==> src/rtl/pv_sampler.sv <==
// pv_sampler: periodic process-value sampler sitting between the SPI input
// master and the PID core.
//
// Every PERIOD clk cycles (while enable=1) the sampler requests one SPI
// transaction. It detects completion from the master's chip-select, captures
// the received word as the process value and presents {pv, setpoint - pv} to
// the PID core over a valid/ready handshake. A sample period that has to be
// skipped sets the sticky overrun flag.
//
// Build option: define PV_SAMPLER_AVG_EN to run two back-to-back SPI
// transactions per sample and report their truncated mean as the process value.

module pv_sampler #(
   parameter  int BITS   = 4,                // SPI word / pv / setpoint width
   parameter  int PERIOD = 64,               // sample period in clk cycles (>= 8)
   localparam int PBITS  = $clog2(PERIOD)    // period counter width
) (
   input  logic            clk,
   input  logic            reset,            // synchronous, active-high
   input  logic            enable,           // 1 = ticks may launch samples
   input  logic [BITS-1:0] setpoint,         // unsigned target value
   input  logic            spi_cs,           // SPI chip-select: 1 = idle, 0 = busy
   input  logic [BITS-1:0] spi_data,         // SPI master output buffer
   output logic            spi_start,        // start request to the SPI master
   output logic            out_valid,        // sample available
   input  logic            out_ready,        // consumer accepts sample
   output logic [BITS-1:0] out_pv,           // captured process value
   output logic [BITS:0]   out_err,          // signed setpoint - pv
   output logic            overrun           // sticky: a sample tick was skipped
);

   // Sampling sequencer states.
   typedef enum logic [1:0] {
      IDLE      = 2'd0,   // waiting for the next period tick
      START     = 2'd1,   // one-cycle start request to the SPI master
      WAIT_BUSY = 2'd2,   // waiting for chip-select to go low
      WAIT_DONE = 2'd3    // waiting for chip-select to return high
   } state_t;

   localparam logic [PBITS-1:0] CNT_LAST = PBITS'(PERIOD - 1);

   state_t            state_q,   state_d;
   logic [PBITS-1:0]  cnt_q,     cnt_d;
   logic              valid_q,   valid_d;
   logic [BITS-1:0]   pv_q,      pv_d;
   logic [BITS:0]     err_q,     err_d;
   logic              overrun_q, overrun_d;

   logic              tick;         // period boundary while enabled
   logic              capture;      // load a new sample into the output register
   logic [BITS-1:0]   cap_pv;       // process value to be captured

`ifdef PV_SAMPLER_AVG_EN
   logic [BITS-1:0]   acc_q,         acc_d;          // first word of the pair
   logic              pair_second_q, pair_second_d;  // 1 = second transaction running
   logic [BITS:0]     pair_sum;

   // Full-width sum of the two words; the mean is its upper BITS bits.
   assign pair_sum = {1'b0, acc_q} + {1'b0, spi_data};
   assign cap_pv   = pair_sum[BITS:1];
`else
   assign cap_pv   = spi_data;
`endif

   assign tick = (cnt_q == CNT_LAST) && enable;

   // Period counter: free-running 0..PERIOD-1 while enabled, parked at 0 otherwise.
   always_comb begin
      cnt_d = cnt_q;
      if (!enable) begin
         cnt_d = '0;
      end else if (cnt_q == CNT_LAST) begin
         cnt_d = '0;
      end else begin
         cnt_d = cnt_q + 1'b1;
      end
   end

   // Sequencer next state, output register and overrun tracking.
   always_comb begin
      // NOTE: every variable gets a default before the case so no path leaves
      // it unassigned; a missing default here would infer a latch.
      state_d   = state_q;
      valid_d   = valid_q;
      pv_d      = pv_q;
      err_d     = err_q;
      overrun_d = overrun_q;
      capture   = 1'b0;
`ifdef PV_SAMPLER_AVG_EN
      acc_d         = acc_q;
      pair_second_d = pair_second_q;
`endif

      // Consumer takes the sample; a capture later in this block overrides.
      if (valid_q && out_ready) begin
         valid_d = 1'b0;
      end

      // A tick outside IDLE cannot launch anything and is lost.
      if (tick && (state_q != IDLE)) begin
         overrun_d = 1'b1;
      end

      case (state_q)
         IDLE: begin
            if (tick) begin
               if (valid_q && !out_ready) begin
                  // Previous sample still unread: skip rather than overwrite it.
                  overrun_d = 1'b1;
               end else begin
                  state_d = START;
               end
            end
         end

         START: begin
            state_d = WAIT_BUSY;
         end

         WAIT_BUSY: begin
            if (!spi_cs) begin
               state_d = WAIT_DONE;
            end
         end

         WAIT_DONE: begin
            if (spi_cs) begin
`ifdef PV_SAMPLER_AVG_EN
               if (!pair_second_q) begin
                  // First word of the pair: keep it and run the second transaction.
                  acc_d         = spi_data;
                  pair_second_d = 1'b1;
                  state_d       = START;
               end else begin
                  pair_second_d = 1'b0;
                  capture       = 1'b1;
                  state_d       = IDLE;
               end
`else
               capture = 1'b1;
               state_d = IDLE;
`endif
            end
         end

         default: begin
            state_d = IDLE;
         end
      endcase

      if (capture) begin
         pv_d    = cap_pv;
         err_d   = {1'b0, setpoint} - {1'b0, cap_pv};
         valid_d = 1'b1;
      end
   end

   // State registers with synchronous reset.
   always_ff @(posedge clk) begin
      // NOTE: flops are updated with non-blocking assignments so every register
      // samples the values from before this edge, independent of statement order.
      if (reset) begin
         state_q   <= IDLE;
         cnt_q     <= '0;
         valid_q   <= 1'b0;
         pv_q      <= '0;
         err_q     <= '0;
         overrun_q <= 1'b0;
`ifdef PV_SAMPLER_AVG_EN
         acc_q         <= '0;
         pair_second_q <= 1'b0;
`endif
      end else begin
         state_q   <= state_d;
         cnt_q     <= cnt_d;
         valid_q   <= valid_d;
         pv_q      <= pv_d;
         err_q     <= err_d;
         overrun_q <= overrun_d;
`ifdef PV_SAMPLER_AVG_EN
         acc_q         <= acc_d;
         pair_second_q <= pair_second_d;
`endif
      end
   end

   assign spi_start = (state_q == START);
   assign out_valid = valid_q;
   assign out_pv    = pv_q;
   assign out_err   = err_q;
   assign overrun   = overrun_q;

endmodule

==> config.mk <==
export PLATFORM = sky130hd
export DESIGN_NAME = pv_sampler
export DESIGN_NICKNAME = d
export VERILOG_FILES = /design/src/rtl/pv_sampler.sv
export SDC_FILE = /design/constraint.sdc
export NUM_CORES = 1
export LEC_CHECK = 0
export BUFFER_PORTS_ARGS = -buffer_cell sky130_fd_sc_hd__buf_2
export CORE_MARGIN = 3
export CORE_UTILIZATION = 29
export CTS_CLUSTER_SIZE = 12
export DETAILED_ROUTE_END_ITERATION = 8
export PLACE_DENSITY = 0.5
export RECOVER_POWER = 100
export SLEW_MARGIN = 20
export SYNTH_ARGS = -nofsm -noshare
export SYNTH_HDL_FRONTEND = slang
export SYNTH_SLANG_ARGS = --single-unit
==> constraint.sdc <==
create_clock -name clk -period 1.4 [get_ports clk]
set_input_delay 0.14 -clock clk [delete_from_list [all_inputs] [get_ports clk]]
set_output_delay 0.14 -clock clk [all_outputs]
set_load 0.005 [all_outputs]
==> insert_results.sql, run 1 <==
INSERT INTO impl_metrics (metric_group, metric, value, unit) VALUES
('outcome', 'status', 'complete, but fails checks', ''),
('outcome', 'violations_in_the_final_reports', 'setup timing', ''),
('cells_and_area', 'layoutNonFillerInstCount', '182', ''),
('detailed_routing', 'postRouteAntennaNets', '0', ''),
('floorplan', 'top_level_ports', '25', ''),
('yosys', 'synthFlopType', 'dfxtp_1', ''),
('detailed_routing', 'routedWlPerCell', '10.79', 'µm'),
('yosys', 'synth_common_cells', 'dfxtp_1, nand2_1, nor2_1', ''),
('yosys', 'post_synth_inst_count', '105', ''),
('global_route', 'grt_use_total', '11.13', '%'),
('worst_setup_path', 'worst_ep_arrival_time', '1.69', 'ns'),
('timing', 'final_max_slew_viol_count', '0', ''),
('yosys', 'synthesis.area_per_instance', '8.973', 'µm²'),
('cells_and_area', 'flow.area_growth_from_synthesis', '30.68', '%'),
('global_route', 'pin_count_of_the_biggest_net_entering_global_routing', '17', ''),
('timing', 'final-hold-violation-count', '0', ''),
('clock_tree', 'tritoncts', 'yes', ''),
('worst_setup_path', 'reg2reg_from', 'cnt_q[1]', ''),
('clock_tree', 'ctsHoldBuffers', '0', ''),
('yosys', 'syn_nets', '129', ''),
('placed_design', 'gpl.final_weighted_congestion', '0.7277', ''),
('floorplan', 'die_height', '63', 'µm'),
('power_and_ir_drop', 'power.density_cell_area', '965.9', 'mW/mm²'),
('detailed_routing', 'route.vias.total', '782', ''),
('cells_and_area', 'antenna-diode-count', '0', ''),
('timing', 'fin_worst_hold_slack', '0.08188', 'ns'),
('yosys', 'synth_edf_count', '0', ''),
('detailed_routing', 'met3RoutedLength', '84', 'µm'),
('timing', 'finalCriticalPeriod', '1.448', 'ns'),
('clock_tree', 'clk_transition_reported_paths', '0.11', 'ns'),
('detailed_routing', 'route.layer.met1.wl', '923', 'µm'),
('cells_and_area', 'layout.filler_cells', '315', ''),
('detailed_routing', 'met2RoutedLength', '936', 'µm'),
('timing', 'worst_clock_skew', '0.004124', 'ns'),
('power_and_ir_drop', 'vdd.ir_drop.worst', '544.8', 'µV'),
('detailed_routing', 'vias_per_cell', '4.297', ''),
('yosys', 'ys_seq_elements', '19', ''),
('hold_path', 'min-delay-path-class', 'in -> reg', ''),
('worst_setup_path', 'crit_chain', 'ha_4 -> nand3_4 -> o41ai_4 -> buf_4 -> nand3_2 -> a21oi_2', ''),
('worst_setup_path', 'critical_path_class', 'reg -> reg', ''),
('global_route', 'grt_pass1_vias', '776', ''),
('detailed_routing', 'detail_route.wirelength', '1963', 'µm'),
('timing', 'timing.slew.headroom', '78.13', '%'),
('worst_setup_path', 'worst_path_top_cell_family_by_delay', 'compound AO/OA/AOI/OAI gates', ''),
('floorplan', 'core.rowCount', '20', ''),
('yosys', 'yosys-top-cells-area', 'dfxtp_1, ha_1, nand2_1', ''),
('floorplan', 'chip_width', '63', 'µm'),
('timing', 'setup_viol', '2', ''),
('yosys', 'synth_top_area_share', '40.37', '%'),
('hold_path', 'min_from', 'spi_data[3]', ''),
('global_route', 'antenna_found_initial', '0', ''),
('cells_and_area', 'finish.net_count', '163', ''),
('floorplan', 'core_box_area', '0.003078', 'mm²'),
('detailed_routing', 'drtIter0Drc', '5', ''),
('global_route', 'grt_remaining_overflow', '0', ''),
('worst_setup_path', 'max_stage_delay', '0.42', 'ns'),
('timing', 'achievable-frequency', '0.6905', 'GHz'),
('worst_setup_path', 'reg2regPathDepth', '6', ''),
('clock_tree', 'clock-root-buffer', 'clkbuf_4', ''),
('global_route', 'global_route_wire_length_before_repair', '3491', 'µm'),
('yosys', 'syn-cell-area', '942.2', 'µm²'),
('yosys', 'synth_sequential_area_ratio', '40.37', '%'),
('job', 'max-cap-violations', '0', ''),
('detailed_routing', 'top_signal_layer_used', 'met4', ''),
('worst_setup_path', 'regToRegEndpoint', 'state_q[1]', ''),
('timing', 'timing.final.ws_setup', '-0.04831', 'ns'),
('placed_design', 'numPortBuffers', '24', ''),
('detailed_routing', 'remaining_drcs', '0', ''),
('yosys', 'synth.most_common_cell', 'dfxtp_1', ''),
('timing', 'post-route-period-util', '103.5', '%'),
('yosys', 'yosysWarningCount', '0', '');
-- how the worst max path moves through the flow --
stage | start | to | slack (ns) | cells past startpoint
2_1_floorplan | cnt_q[0] | state_q[0] | 0.08 | 5
3_3_place_gp | setpoint[0] | out_err[4] | -0.07 | 9
3_5_place_dp | setpoint[0] | out_err[4] | -0.11 | 9
4_1_cts | cnt_q[0] | state_q[1] | 0.003 | 6
5_1_grt | cnt_q[1] | state_q[1] | -0.13 | 6
6_report | cnt_q[1] | state_q[1] | -0.05 | 6
-- routing by layer --
metal / vias to the layer above / track usage (%)
met4: 0 / 5.785
met5: - / 0
met2: 13 / 17.79
met3: 2 / 2.518
met1: 349 / 13.85
li1: 418 / -
-- logic make-up (layout without fill, tap and decap cells) --
family | count (synthesis) | count (layout) | synth area share (%)
buf+inv | 11 | 44 | 4.383
fa+ha+maj | 11 | 11 | 15.41
flops | 19 | 19 | 40.37
xor+xnor | 5 | 5 | 4.649
simple gates | 39 | 39 | 19.26
mux | 1 | 1 | 1.062
compound gates | 19 | 19 | 14.87
-- worst min-delay path, stage by stage --
cell and delay (ns):
buf_2 0.11, nand2_1 0.05, a21oi_1 0.05
-- placed cells by master, fill, tap and decap left out, drive strengths merged, types with 2 or more instances in the layout --
cell / synthesis / routed
a21o: 3 / 3
buf: 0 / 28
clkbuf: 2 / 6
a211oi: 3 / 3
nand2b: 2 / 2
dfxtp: 19 / 19
ha: 10 / 10
nor2: 13 / 13
xor2: 2 / 2
a31oi: 2 / 2
a21oi: 9 / 9
nand2: 14 / 14
xnor2: 3 / 3
inv: 9 / 9
nand3: 4 / 4
-- layout make-up --
type	count	share of cell area (%)
Timing Repair Buffer	31	13.72
Inverter	9	2.744
Sequential cell	19	31.20
Multi-Input combinational cell	75	45.63
Tap cell	44	4.472
Clock inverter	1	0.4065
Clock buffer	3	1.829
-- power breakdown --
group | internal, mW | switching, mW
Clock | 0.106 | 0.173
Combinational | 0.160 | 0.157
Sequential | 0.566 | 0.0273
Total | 0.832 | 0.357
-- state kept, by name, indices dropped and copies added (netlist names) --
name / count
cnt_q: 6
out_err: 5
out_pv: 4
out_valid: 1
overrun: 1
state_q: 2
-- metrics by stage --
stage	setup WS, ns	area, µm²
finish	-0.04831	1231
global placement	-0.06858	1155
global route	-0.1286	1231
floorplan	0.07802	942.2
detailed placement	-0.1054	1155
CTS	0.003440	1182
-- repair_timing --
item                       in CTS  in global routing
setup buffers                   0                  1
setup endpoints to repair       0                 14
resized for setup               0                 13
(Power assumes the default switching activity.)
==> run 2: changes to the inputs <==
--- a/config.mk
+++ b/config.mk
@@ -6,11 +6,12 @@
 export NUM_CORES = 1
 export LEC_CHECK = 0
 export BUFFER_PORTS_ARGS = -buffer_cell sky130_fd_sc_hd__buf_2
+export CORE_ASPECT_RATIO = 1.2
 export CORE_MARGIN = 3
 export CORE_UTILIZATION = 29
 export CTS_CLUSTER_SIZE = 12
 export DETAILED_ROUTE_END_ITERATION = 8
-export PLACE_DENSITY = 0.5
+export PLACE_DENSITY = 0.47
 export RECOVER_POWER = 100
 export SLEW_MARGIN = 20
 export SYNTH_ARGS = -nofsm -noshare
==> run 2 against run 1 <==
Against the previous run:
- the flow now finishes without violations
- cell count fell by 3.3%
- global-route usage down 0.24 points
- register-to-register slack better by 0.098 ns
==> insert_results.sql, run 2 (same netlist as run 1, synthesis figures left out) <==
INSERT INTO impl_metrics (metric_group, metric, value, unit) VALUES
('outcome', 'status', 'finished, final reports clean', ''),
('timing', 'fin_tns_setup', '0', 'ns'),
('worst_setup_path', 'worst_ep_arrival_time', '1.60', 'ns'),
('placed_design', 'pre_cts_slack', '-0.07920', 'ns'),
('floorplan', 'core.rowCount', '22', ''),
('floorplan', 'top_level_ports', '25', ''),
('global_route', 'grt_remaining_overflow', '0', ''),
('detailed_routing', 'postRouteAntennaNets', '0', ''),
('hold_path', 'min_from', 'spi_data[0]', ''),
('cells_and_area', 'antenna-diode-count', '0', ''),
('worst_setup_path', 'critical_path_class', 'reg -> reg', ''),
('cells_and_area', 'regMostFlops', 'cnt_q', ''),
('clock_tree', 'clock-root-buffer', 'clkbuf_4', ''),
('timing', 'worst_clock_skew', '0.01039', 'ns'),
('timing', 'final_max_slew_viol_count', '0', ''),
('floorplan', 'core_box_area', '0.003083', 'mm²'),
('worst_setup_path', 'critical_path_capture_point_type', 'flip-flop', ''),
('cells_and_area', 'final_cell_mix', 'buf_2, dfxtp_1, nand2_1, nor2_1', ''),
('timing', 'grt_setup_unrepaired', 'true', ''),
('timing', 'finalCriticalPeriod', '1.351', 'ns'),
('worst_setup_path', 'maximum_fanout_along_the_worst_path', '3', ''),
('floorplan', 'chip_width', '58.03', 'µm'),
('detailed_routing', 'remaining_drcs', '0', ''),
('worst_setup_path', 'critical_path_required', '1.64', 'ns'),
('detailed_routing', 'routedWlPerCell', '11.38', 'µm'),
('detailed_routing', 'drt_pre_antenna_iters', '4', ''),
('worst_setup_path', 'crit_path_start_kind', 'flip-flop', ''),
('hold_path', 'hold_endpoint', 'out_pv[0]', ''),
('power_and_ir_drop', 'power.density_cell_area', '980.3', 'mW/mm²'),
('placed_design', 'dpl.hpwl', '1558', 'µm'),
('detailed_routing', 'vias_per_cell', '4.563', ''),
('power_and_ir_drop', 'p_leak', '0.5388', 'nW'),
('power_and_ir_drop', 'vdd.ir_drop.worst', '461.9', 'µV'),
('job', 'max-cap-violations', '0', ''),
('hold_path', 'timing.hold.worst_path_depth', '3', ''),
('clock_tree', 'clkLatencyLatePin', '0.30', 'ns'),
('detailed_routing', 'detail_route.wirelength', '2002', 'µm'),
('global_route', 'global_route_wire_length_before_repair', '3318', 'µm'),
('timing', 'post-route-period-util', '96.48', '%'),
('cells_and_area', 'postLayoutCoreUtil', '40.02', '%'),
('placed_design', 'gpl.final_weighted_congestion', '0.7534', ''),
('timing', 'achievable-frequency', '0.7403', 'GHz'),
('clock_tree', 'clk_transition_reported_paths', '0.12', 'ns'),
('placed_design', 'place.detailed.instances', '172', ''),
('clock_tree', 'ctsHoldBuffers', '0', ''),
('clock_tree', 'h_tree_depth', '1', ''),
('hold_path', 'min-delay-path-class', 'in -> reg', ''),
('timing', 'worst_margin_pin_slew', '0.3278', 'ns'),
('detailed_routing', 'drtIter0Drc', '18', ''),
('worst_setup_path', 'regToRegEndpoint', 'state_q[1]', ''),
('timing', 'timing.slew.headroom', '78.07', '%'),
('clock_tree', 'cts_num_sinks', '19', ''),
('global_route', 'antenna_found_initial', '0', ''),
('global_route', 'pin_count_of_the_biggest_net_entering_global_routing', '12', ''),
('cells_and_area', 'layoutNonFillerInstCount', '176', ''),
('floorplan', 'die_height', '68.44', 'µm'),
('clock_tree', 'post-cts-setup-buffer-count', '0', ''),
('floorplan', 'design.die.area', '0.003972', 'mm²'),
('clock_tree', 'tritoncts', 'yes', ''),
('cells_and_area', 'post_route_cells_drive_above_1_share', '30.71', '%'),
('timing', 'setup_viol', '0', ''),
('cells_and_area', 'mostFrequentLayoutCell', 'buf_2', ''),
('cells_and_area', 'flow.area_growth_from_synthesis', '30.94', '%'),
('cells_and_area', 'finish.net_count', '165', ''),
('global_route', 'grt_pass1_vias', '785', ''),
('global_route', 'grt_use_total', '10.89', '%'),
('timing', 'timing.final.ws_setup', '0.04921', 'ns'),
('detailed_routing', 'route.vias.total', '803', ''),
('timing', 'final-hold-violation-count', '0', ''),
('clock_tree', 'cts_buffers', '3', ''),
('clock_tree', 'max_buffers_root_to_sink', '2', ''),
('placed_design', 'numPortBuffers', '24', ''),
('worst_setup_path', 'reg2reg_slack', '0.05', 'ns'),
('worst_setup_path', 'reg2reg_from', 'cnt_q[0]', ''),
('cells_and_area', 'largest_register_ffs', '6', ''),
('floorplan', 'floorplan.initialDensity', '30.56', '%'),
('worst_setup_path', 'reg2regPathDepth', '6', '');
## run 2: cell count changes in the layout (fill, tap and decap cells not counted), sizes merged
| cell | before | now |
|---|---|---|
| clkbuf | 6 | 9 |
| buf | 28 | 27 |
## run 2: report_power, final
part	switching [mW]	internal [mW]
logic	0.165	0.176
registers	0.0223	0.566
clock network	0.174	0.106
## run 2: timing repair
| action | in CTS | in global routing |
|---|---|---|
| endpoints found under the hold margin | 0 | 0 |
| setup endpoints to repair | 2 | 6 |
| gates resized for setup | 4 | 8 |
| pin swaps | 0 | 1 |
## run 2: how the worst max path moves through the flow
stage                     start    endpoint  slack, ns  cells after the start
global placement    setpoint[0]  out_err[4]      -0.06                      9
finish                 cnt_q[0]  state_q[1]       0.05                      6
detailed placement  setpoint[0]  out_err[4]      -0.08                      9
floorplan              cnt_q[0]  state_q[0]       0.08                      5
CTS                  state_q[0]  state_q[0]     0.0009                      5
global route           cnt_q[0]  state_q[1]      -0.03                      6
## run 2: stage by stage
stage          power, mW  area (µm²)  hold WS (ns)
2_1_floorplan     0.7865       942.2        0.2121
3_3_place_gp      0.9018        1167        0.3959
3_5_place_dp      0.9162        1167        0.4058
4_1_cts            1.205        1216       0.06999
5_1_grt            1.302        1234       0.06376
6_report           1.209        1234       0.07898
## run 2: cell type report
type	count	area [µm²]
clock inverter	1	5.005
inverter	9	33.78
sequential	19	384.1
clock buffer	3	22.52
timing repair buffer	33	180.2
fill	336	1849
tap	36	45.04
multi-input combinational	75	563.0
## run 2: critical path: stages, from the launching register on
cell	delay, ns
dfxtp_2	0.37
ha_4	0.15
nand3_4	0.10
o41ai_4	0.29
buf_4	0.18
nand3_2	0.07
a21oi_2	0.12
## run 2: per-layer routing
metal / vias up / GRT usage [%] / share of wire [%]
met5: - / 0 / 0
met4: 0 / 5.217 / 0.80
met3: 2 / 2.830 / 4.4
met2: 15 / 18.22 / 48
met1: 365 / 12.93 / 46
li1: 421 / - / -
